==> src/rtl/key_pkg.sv <==
// Shared definitions for the key conditioner: board-rate default timings
// and the auto-repeat state encoding.
package key_pkg;

  // Defaults for a 50 MHz board clock
  localparam int KEY_DEBOUNCE_CYC = 1_000_000;  // 20 ms
  localparam int KEY_REPEAT_DLY   = 25_000_000; // 500 ms
  localparam int KEY_REPEAT_PER   = 10_000_000; // 200 ms

  typedef enum logic [1:0] {
    IDLE  = 2'd0,
    FIRST = 2'd1,
    RPT   = 2'd2
  } key_rpt_state_t;

endpackage

==> src/rtl/key_conditioner_if.sv <==
// Key bus between the raw button inputs and the conditioned outputs.
// master: the side driving raw keys and consuming pulses.
// slave : the conditioner itself.
interface key_conditioner_if #(
  parameter int N_KEYS = 4
);

  logic [N_KEYS-1:0] key_raw;
  logic [N_KEYS-1:0] key_level;
  logic [N_KEYS-1:0] key_press;
  logic [N_KEYS-1:0] key_release;

  modport master (
    output key_raw,
    input  key_level,
    input  key_press,
    input  key_release
  );

  modport slave (
    input  key_raw,
    output key_level,
    output key_press,
    output key_release
  );

endinterface

==> src/rtl/key_channel.sv <==
// Single key channel: 2-FF synchroniser, debounce counter, stable level,
// registered press/release pulses. Optional auto-repeat is built only when
// KEY_CONDITIONER_REPEAT_EN is defined.
module key_channel
  import key_pkg::*;
#(
  parameter int DEBOUNCE_CYC = KEY_DEBOUNCE_CYC,
  parameter int REPEAT_DLY   = KEY_REPEAT_DLY,
  parameter int REPEAT_PER   = KEY_REPEAT_PER
) (
  input  logic clk,
  input  logic rst,
  input  logic key_raw,
  output logic key_level,
  output logic key_press,
  output logic key_release
);

  localparam int            DW      = $clog2(DEBOUNCE_CYC);
  localparam logic [DW-1:0] DB_LAST = DW'(DEBOUNCE_CYC - 1);

  logic          s1;
  logic          s2;
  logic [DW-1:0] db_cnt;
  logic          accept;
  logic          acc_press;
  logic          acc_rel;
  logic          press_nxt;

  // The synchronised input has disagreed with the level long enough
  assign accept    = (s2 != key_level) && (db_cnt == DB_LAST);
  assign acc_press = accept & ~key_level;
  assign acc_rel   = accept &  key_level;

  // Two-flop synchroniser for the asynchronous raw input
  always_ff @(posedge clk or posedge rst) begin
    if (rst) begin
      s1 <= 1'b0;
      s2 <= 1'b0;
    end else begin
      s1 <= key_raw;
      s2 <= s1;
    end
  end

  // Debounce: count while input differs from level, any agreement restarts
  always_ff @(posedge clk or posedge rst) begin
    if (rst) begin
      db_cnt    <= '0;
      key_level <= 1'b0;
    end else if (s2 != key_level) begin
      if (accept) begin
        key_level <= ~key_level;
        db_cnt    <= '0;
      end else begin
        db_cnt <= db_cnt + DW'(1);
      end
    end else begin
      db_cnt <= '0;
    end
  end

`ifdef KEY_CONDITIONER_REPEAT_EN
  localparam int            RMAX     = (REPEAT_DLY > REPEAT_PER) ? REPEAT_DLY : REPEAT_PER;
  localparam int            RW       = $clog2(RMAX);
  localparam logic [RW-1:0] DLY_LAST = RW'(REPEAT_DLY - 1);
  localparam logic [RW-1:0] PER_LAST = RW'(REPEAT_PER - 1);

  key_rpt_state_t state;
  key_rpt_state_t state_nxt;
  logic [RW-1:0]  rcnt;
  logic [RW-1:0]  rcnt_nxt;
  logic           rpt_fire;

  // Repeat state and interval counter registers
  always_ff @(posedge clk or posedge rst) begin
    if (rst) begin
      state <= IDLE;
      rcnt  <= '0;
    end else begin
      state <= state_nxt;
      rcnt  <= rcnt_nxt;
    end
  end

  // Repeat sequencing; a release always wins and returns to IDLE.
  // The repeat counter only watches accepted edges, so debounce glitches
  // never disturb it.
  always_comb begin
    state_nxt = state;
    rcnt_nxt  = rcnt;
    rpt_fire  = 1'b0;
    case (state)
      IDLE: begin
        rcnt_nxt = '0;
        if (acc_press) state_nxt = FIRST;
      end
      FIRST: begin
        if (acc_rel) begin
          state_nxt = IDLE;
          rcnt_nxt  = '0;
        end else if (rcnt == DLY_LAST) begin
          rpt_fire  = 1'b1;
          rcnt_nxt  = '0;
          state_nxt = RPT;
        end else begin
          rcnt_nxt = rcnt + RW'(1);
        end
      end
      RPT: begin
        if (acc_rel) begin
          state_nxt = IDLE;
          rcnt_nxt  = '0;
        end else if (rcnt == PER_LAST) begin
          rpt_fire = 1'b1;
          rcnt_nxt = '0;
        end else begin
          rcnt_nxt = rcnt + RW'(1);
        end
      end
      default: begin
        state_nxt = IDLE;
        rcnt_nxt  = '0;
      end
    endcase
  end

  assign press_nxt = acc_press | rpt_fire;
`else
  // Repeat timings have no effect in this build
  logic [31:0] unused_rpt_cfg;
  assign unused_rpt_cfg = REPEAT_DLY ^ REPEAT_PER;

  assign press_nxt = acc_press;
`endif

  // Registered one-cycle event pulses
  always_ff @(posedge clk or posedge rst) begin
    if (rst) begin
      key_press   <= 1'b0;
      key_release <= 1'b0;
    end else begin
      key_press   <= press_nxt;
      key_release <= acc_rel;
    end
  end

endmodule

==> src/rtl/key_conditioner.sv <==
// Multi-channel push-button conditioner: N_KEYS independent key_channel
// instances on one clock. Auto-repeat is enabled by defining
// KEY_CONDITIONER_REPEAT_EN.
module key_conditioner
  import key_pkg::*;
#(
  parameter int N_KEYS       = 4,
  parameter int DEBOUNCE_CYC = KEY_DEBOUNCE_CYC,
  parameter int REPEAT_DLY   = KEY_REPEAT_DLY,
  parameter int REPEAT_PER   = KEY_REPEAT_PER
) (
  input  logic                clk,
  input  logic                rst,
  key_conditioner_if.slave    bus
);

  logic [N_KEYS-1:0] level;
  logic [N_KEYS-1:0] press;
  logic [N_KEYS-1:0] rel;

  for (genvar i = 0; i < N_KEYS; i++) begin : g_ch
    key_channel #(
      .DEBOUNCE_CYC (DEBOUNCE_CYC),
      .REPEAT_DLY   (REPEAT_DLY),
      .REPEAT_PER   (REPEAT_PER)
    ) u_ch (
      .clk         (clk),
      .rst         (rst),
      .key_raw     (bus.key_raw[i]),
      .key_level   (level[i]),
      .key_press   (press[i]),
      .key_release (rel[i])
    );
  end

  assign bus.key_level   = level;
  assign bus.key_press   = press;
  assign bus.key_release = rel;

endmodule

==> src/flat_wrapper.sv <==
// flat-port wrapper written by rule: the top's interface ports become plain ports
module key_conditioner_flat import key_pkg::*;
#(
  parameter int N_KEYS       = 4,
  parameter int DEBOUNCE_CYC = KEY_DEBOUNCE_CYC,
  parameter int REPEAT_DLY   = KEY_REPEAT_DLY,
  parameter int REPEAT_PER   = KEY_REPEAT_PER
)
  (clk, rst, bus_key_raw, bus_key_level, bus_key_press, bus_key_release);
  key_conditioner_if #(.N_KEYS(N_KEYS)) bus_i ();
  input  logic clk;
  input  logic rst;
  input wire logic [$bits(bus_i.key_raw)-1:0] bus_key_raw;
  output wire logic [$bits(bus_i.key_level)-1:0] bus_key_level;
  output wire logic [$bits(bus_i.key_press)-1:0] bus_key_press;
  output wire logic [$bits(bus_i.key_release)-1:0] bus_key_release;
  assign bus_i.key_raw = bus_key_raw;
  assign bus_key_level = bus_i.key_level;
  assign bus_key_press = bus_i.key_press;
  assign bus_key_release = bus_i.key_release;
  key_conditioner #(.N_KEYS(N_KEYS), .DEBOUNCE_CYC(DEBOUNCE_CYC), .REPEAT_DLY(REPEAT_DLY), .REPEAT_PER(REPEAT_PER)) u_core (.clk(clk), .rst(rst), .bus(bus_i));
endmodule
==> config.mk <==
export PLATFORM = sky130hd
export DESIGN_NAME = key_conditioner_flat
export DESIGN_NICKNAME = d
export VERILOG_FILES = /design/src/rtl/key_pkg.sv /design/src/rtl/key_conditioner_if.sv /design/src/rtl/key_channel.sv /design/src/rtl/key_conditioner.sv /design/src/flat_wrapper.sv
export SDC_FILE = /design/constraint.sdc
export NUM_CORES = 1
export LEC_CHECK = 0
export ABC_AREA = 0
export CORE_MARGIN = 4
export CORE_UTILIZATION = 55
export DETAILED_ROUTE_END_ITERATION = 8
export HOLD_SLACK_MARGIN = 0.05
export PLACE_DENSITY = 0.87
export SYNTH_ARGS = -nofsm -noshare
export SYNTH_HDL_FRONTEND = slang
export SYNTH_SLANG_ARGS = --single-unit
==> constraint.sdc <==
create_clock -name clk -period 3.7 [get_ports clk]
set_input_delay 1.11 -clock clk [delete_from_list [all_inputs] [get_ports clk]]
set_output_delay 1.11 -clock clk [all_outputs]
set_load 0.01 [all_outputs]
==> run_results.csv <==
group,metric,value,unit
drt,first_pass_iters,4,
drt,wirelength,8640,um
layout,fin_util,0.621,
sta,rsz0062_at_grt,"false",
power,netSwitchingPower,0.000446,W
sta,finalHoldViolCount,0,
sta,post-route-period-util,0.674,
worst_setup_path,crit_required,2.59,ns
clocking,cts_hold_buf,0,
sta,relSlewSlack,0.474,
hold_path,hold_path_depth,0,
die,core,8300,um2
worst_setup_path,startpoint,"u_core.g_ch[1].u_ch.key_level$_DFFE_PP0P_",
worst_setup_path,cp_top_family,"buffers and inverters",
synth,synth_largest_area_cell,"dfrtp_1",
layout,multiInputGateArea,2060,um2
grt,grt_pass1_vias,3465,
synth,synth-seq-cells,100,
layout,final-instance-count-excl-fill,583,
layout,layout_commonest_cell,"dfrtp_1",
synth,synthArstFlopShare,1.00,
layout,sequential_cell_area,2500,um2
power,p_int,0.00145,W
clocking,clock_latency,0.37,ns
worst_setup_path,cp-end-kind,"primary output",
worst_setup_path,cp-start-kind,"flop",
synth,synth-edff-count,0,
grt,grt_max_degree,101,
layout,layout_common_cells,"dfrtp_1 (100), nor2_1 (71), xnor2_1 (35)",
die,start_util,0.573,
sta,tns,0,ns
sta,setup_viol,0,
drt,drc,0,
power,vdd_drop_max,0.223,mV
clocking,cts_made_buffers,9,
layout,diodes,0,
power,combPwrFrac,0.035,
synth,netlist_area,4760,um2
clocking,cts_max_path_buffers,2,
outcome,status,"finished clean",
grt,grt_pass1_wl,15600,um
hold_path,min_from,"u_core.g_ch[2].u_ch.s1$_DFF_PP0_",
synth,synth_area_per_cell,10.2,um2
clocking,htree_levels,3,
power,seqPwrFrac,0.591,
placed_design,gp_congestion,0.875,
power,sw_frac_of_total,0.235,
worst_setup_path,path_cells,"clkdlybuf4s50_1",
layout,drive_above_1_share,0.0669,
synth,synthCells,464,
synth,yosysUniqueCellTypes,41,
worst_setup_path,cp_slowest_cell,"clkdlybuf4s50_1",
die,die_w,101,um
worst_setup_path,rr_worst_depth,6,
sta,holdWs,0.357,ns
worst_setup_path,max_stage_delay,0.57,ns
worst_setup_path,crit_buf_inv,1,
worst_setup_path,worstPathMaxFanout,5,
drt,vias,3409,
sta,max_freq,401,MHz
sta,tightestPinTransition,0.789,ns
worst_setup_path,cp.depth,1,
worst_setup_path,rr_startpoint,"u_core.g_ch[1].u_ch.db_cnt[0]$_DFF_PP0_",
synth,yosys_warnings,0,
worst_setup_path,cp_data_arrival_time,1.38,ns
sta,slew_viol_final,0,
clocking,ctsResizeCount,0,
synth,synth_nets,474,
worst_setup_path,path_class,"flop to primary output",
grt,antenna_found_initial,0,
synth,synth_top_area_share,0.526,
placed_design,dpl.hpwl,5730,um
hold_path,hold_class,"flop to flop",
die,pin_count,18,
grt,track_usage,0.187,
power,pwr_density_cell,368,nW/um2
grt,overflow,0,
synth,yosysSeqAreaShare,0.526,
clocking,tritoncts,"built",
clocking,postCtsSetupBuffers,0,
job,cap_violations,0,
clocking,path_clk_slew,0.10,ns
layout,nFillCells,641,
drt,post_drt_wl_per_cell,14.8,um
power,power.leakage,2.06,nW
clocking,cts_root_buffer,"clkbuf_8",
layout,nets,483,
sta,fin_worst_skew,0.0106,ns
die,dieArea,10200,um2
placed_design,io_buffers,17,
drt,antenna_left,0,
placed_design,place_inst,567,
die,die_h,101,um
synth,synth_top_flop_cell,"dfrtp_1",
die,rows,33,
synth,synth.area.top_cells,"dfrtp_1 (53%), xnor2_1 (6.4%), nor2_1 (5.6%)",
clocking,cts_sinks,100,
drt,drt-initial-drc-count,161,
power,p_clk_frac,0.374,
drt,vias_per_cell,5.85,
layout,area_delta_synth_final,8.37,%
sta,post-route-min-period,2.49,ns
[power groups by stage]
stage	Clock [W]	Combinational (W)	Sequential, W
floorplan	0	0.0000485	0.00114
global placement	0	0.0000662	0.00114
detailed placement	0	0.0000686	0.00114
CTS	0.000722	0.0000691	0.00112
global route	0.000777	0.0000775	0.00112
finish	0.000709	0.0000666	0.00112
[per-stage QoR]
| step | setup WS, ns | cell area, um2 | total power, W |
|---|---|---|---|
| 6_report | 1.21 | 5150 | 0.00190 |
| 4_1_cts | 1.17 | 5150 | 0.00191 |
| 2_1_floorplan | 1.40 | 4760 | 0.00119 |
| 5_1_grt | 1.14 | 5150 | 0.00198 |
| 3_5_place_dp | 1.41 | 4950 | 0.00121 |
| 3_3_place_gp | 1.48 | 4950 | 0.00121 |
[Yosys cell counts (5+ instances only)]
cell type	number
a21oi_1	18
and3_1	7
and4_1	6
buf_2	9
buf_4	13
dfrtp_1	100
inv_1	13
nand2_1	27
nand3_1	23
nand4_1	12
nor2_1	71
nor3_1	10
nor4_1	11
nor4b_1	5
o21ai_0	6
o31ai_1	12
or3_1	9
or4_1	16
xnor2_1	35
xor2_1	22
[registers in the layout (all words and copies together), names as in the netlist]
name and flops:
u_core.g_ch.u_ch.db_cnt 80, u_core.g_ch.u_ch.key_level 4, u_core.g_ch.u_ch.key_press 4, u_core.g_ch.u_ch.key_release 4, u_core.g_ch.u_ch.s1 4, u_core.g_ch.u_ch.s2 4
[routing by layer]
| layer | track usage | vias up | part of all wire |
|---|---|---|---|
| met5 | 0 | - | 0 |
| met4 | 0.0583 | 0 | 0.011 |
| met3 | 0.0457 | 9 | 0.036 |
| met2 | 0.310 | 62 | 0.50 |
| met1 | 0.244 | 1699 | 0.45 |
| li1 | - | 1639 | - |
[layout make-up]
| cell class | instances | area share |
|---|---|---|
| flip-flops and latches | 100 | 0.486 |
| well taps | 105 | 0.0255 |
| repair buffers | 20 | 0.0398 |
| inverters | 13 | 0.0102 |
| clock inverters | 6 | 0.0141 |
| clock buffers | 10 | 0.0248 |
| multi-input cells | 329 | 0.400 |
[cell families (layout without fill, tap and decap cells)]
family | count (synthesis) | in the layout | synth area share
DFF | 100 | 100 | 0.526
buffers and inverters | 35 | 49 | 0.0403
and+or+nand+nor | 221 | 221 | 0.253
adders and majority gates | 4 | 4 | 0.0105
muxes | 3 | 3 | 0.00684
xor gates and xnor gates | 57 | 57 | 0.105
AOI/OAI and AO/OA | 44 | 44 | 0.0584
[worst register-to-register path, cell delays in order (launching register included)]
cell and delay, ns:
dfrtp_1 0.40, ha_1 0.24, nand2_1 0.08, or4_1 0.54
o21ai_1 0.58, buf_4 0.29, nor2_1 0.06
[worst paths after layout]
| kind | endpoint | slack (ns) |
|---|---|---|
| setup / recovery | bus_key_level[1] | 1.21 |
| hold / removal | u_core.g_ch[2].u_ch.s2$_DFF_PP0_ | 0.36 |
| setup reg to reg | u_core.g_ch[1].u_ch.db_cnt[13]$_DFF_PP0_ | 1.39 |
| hold reg to reg | u_core.g_ch[2].u_ch.s2$_DFF_PP0_ | 0.36 |
| max in group asynchronous | u_core.g_ch[2].u_ch.key_release$_DFF_PP0_ | 2.06 |
| min in group asynchronous | u_core.g_ch[2].u_ch.s1$_DFF_PP0_ | 1.22 |
No activity file was read; power rests on OpenSTA's default activity.
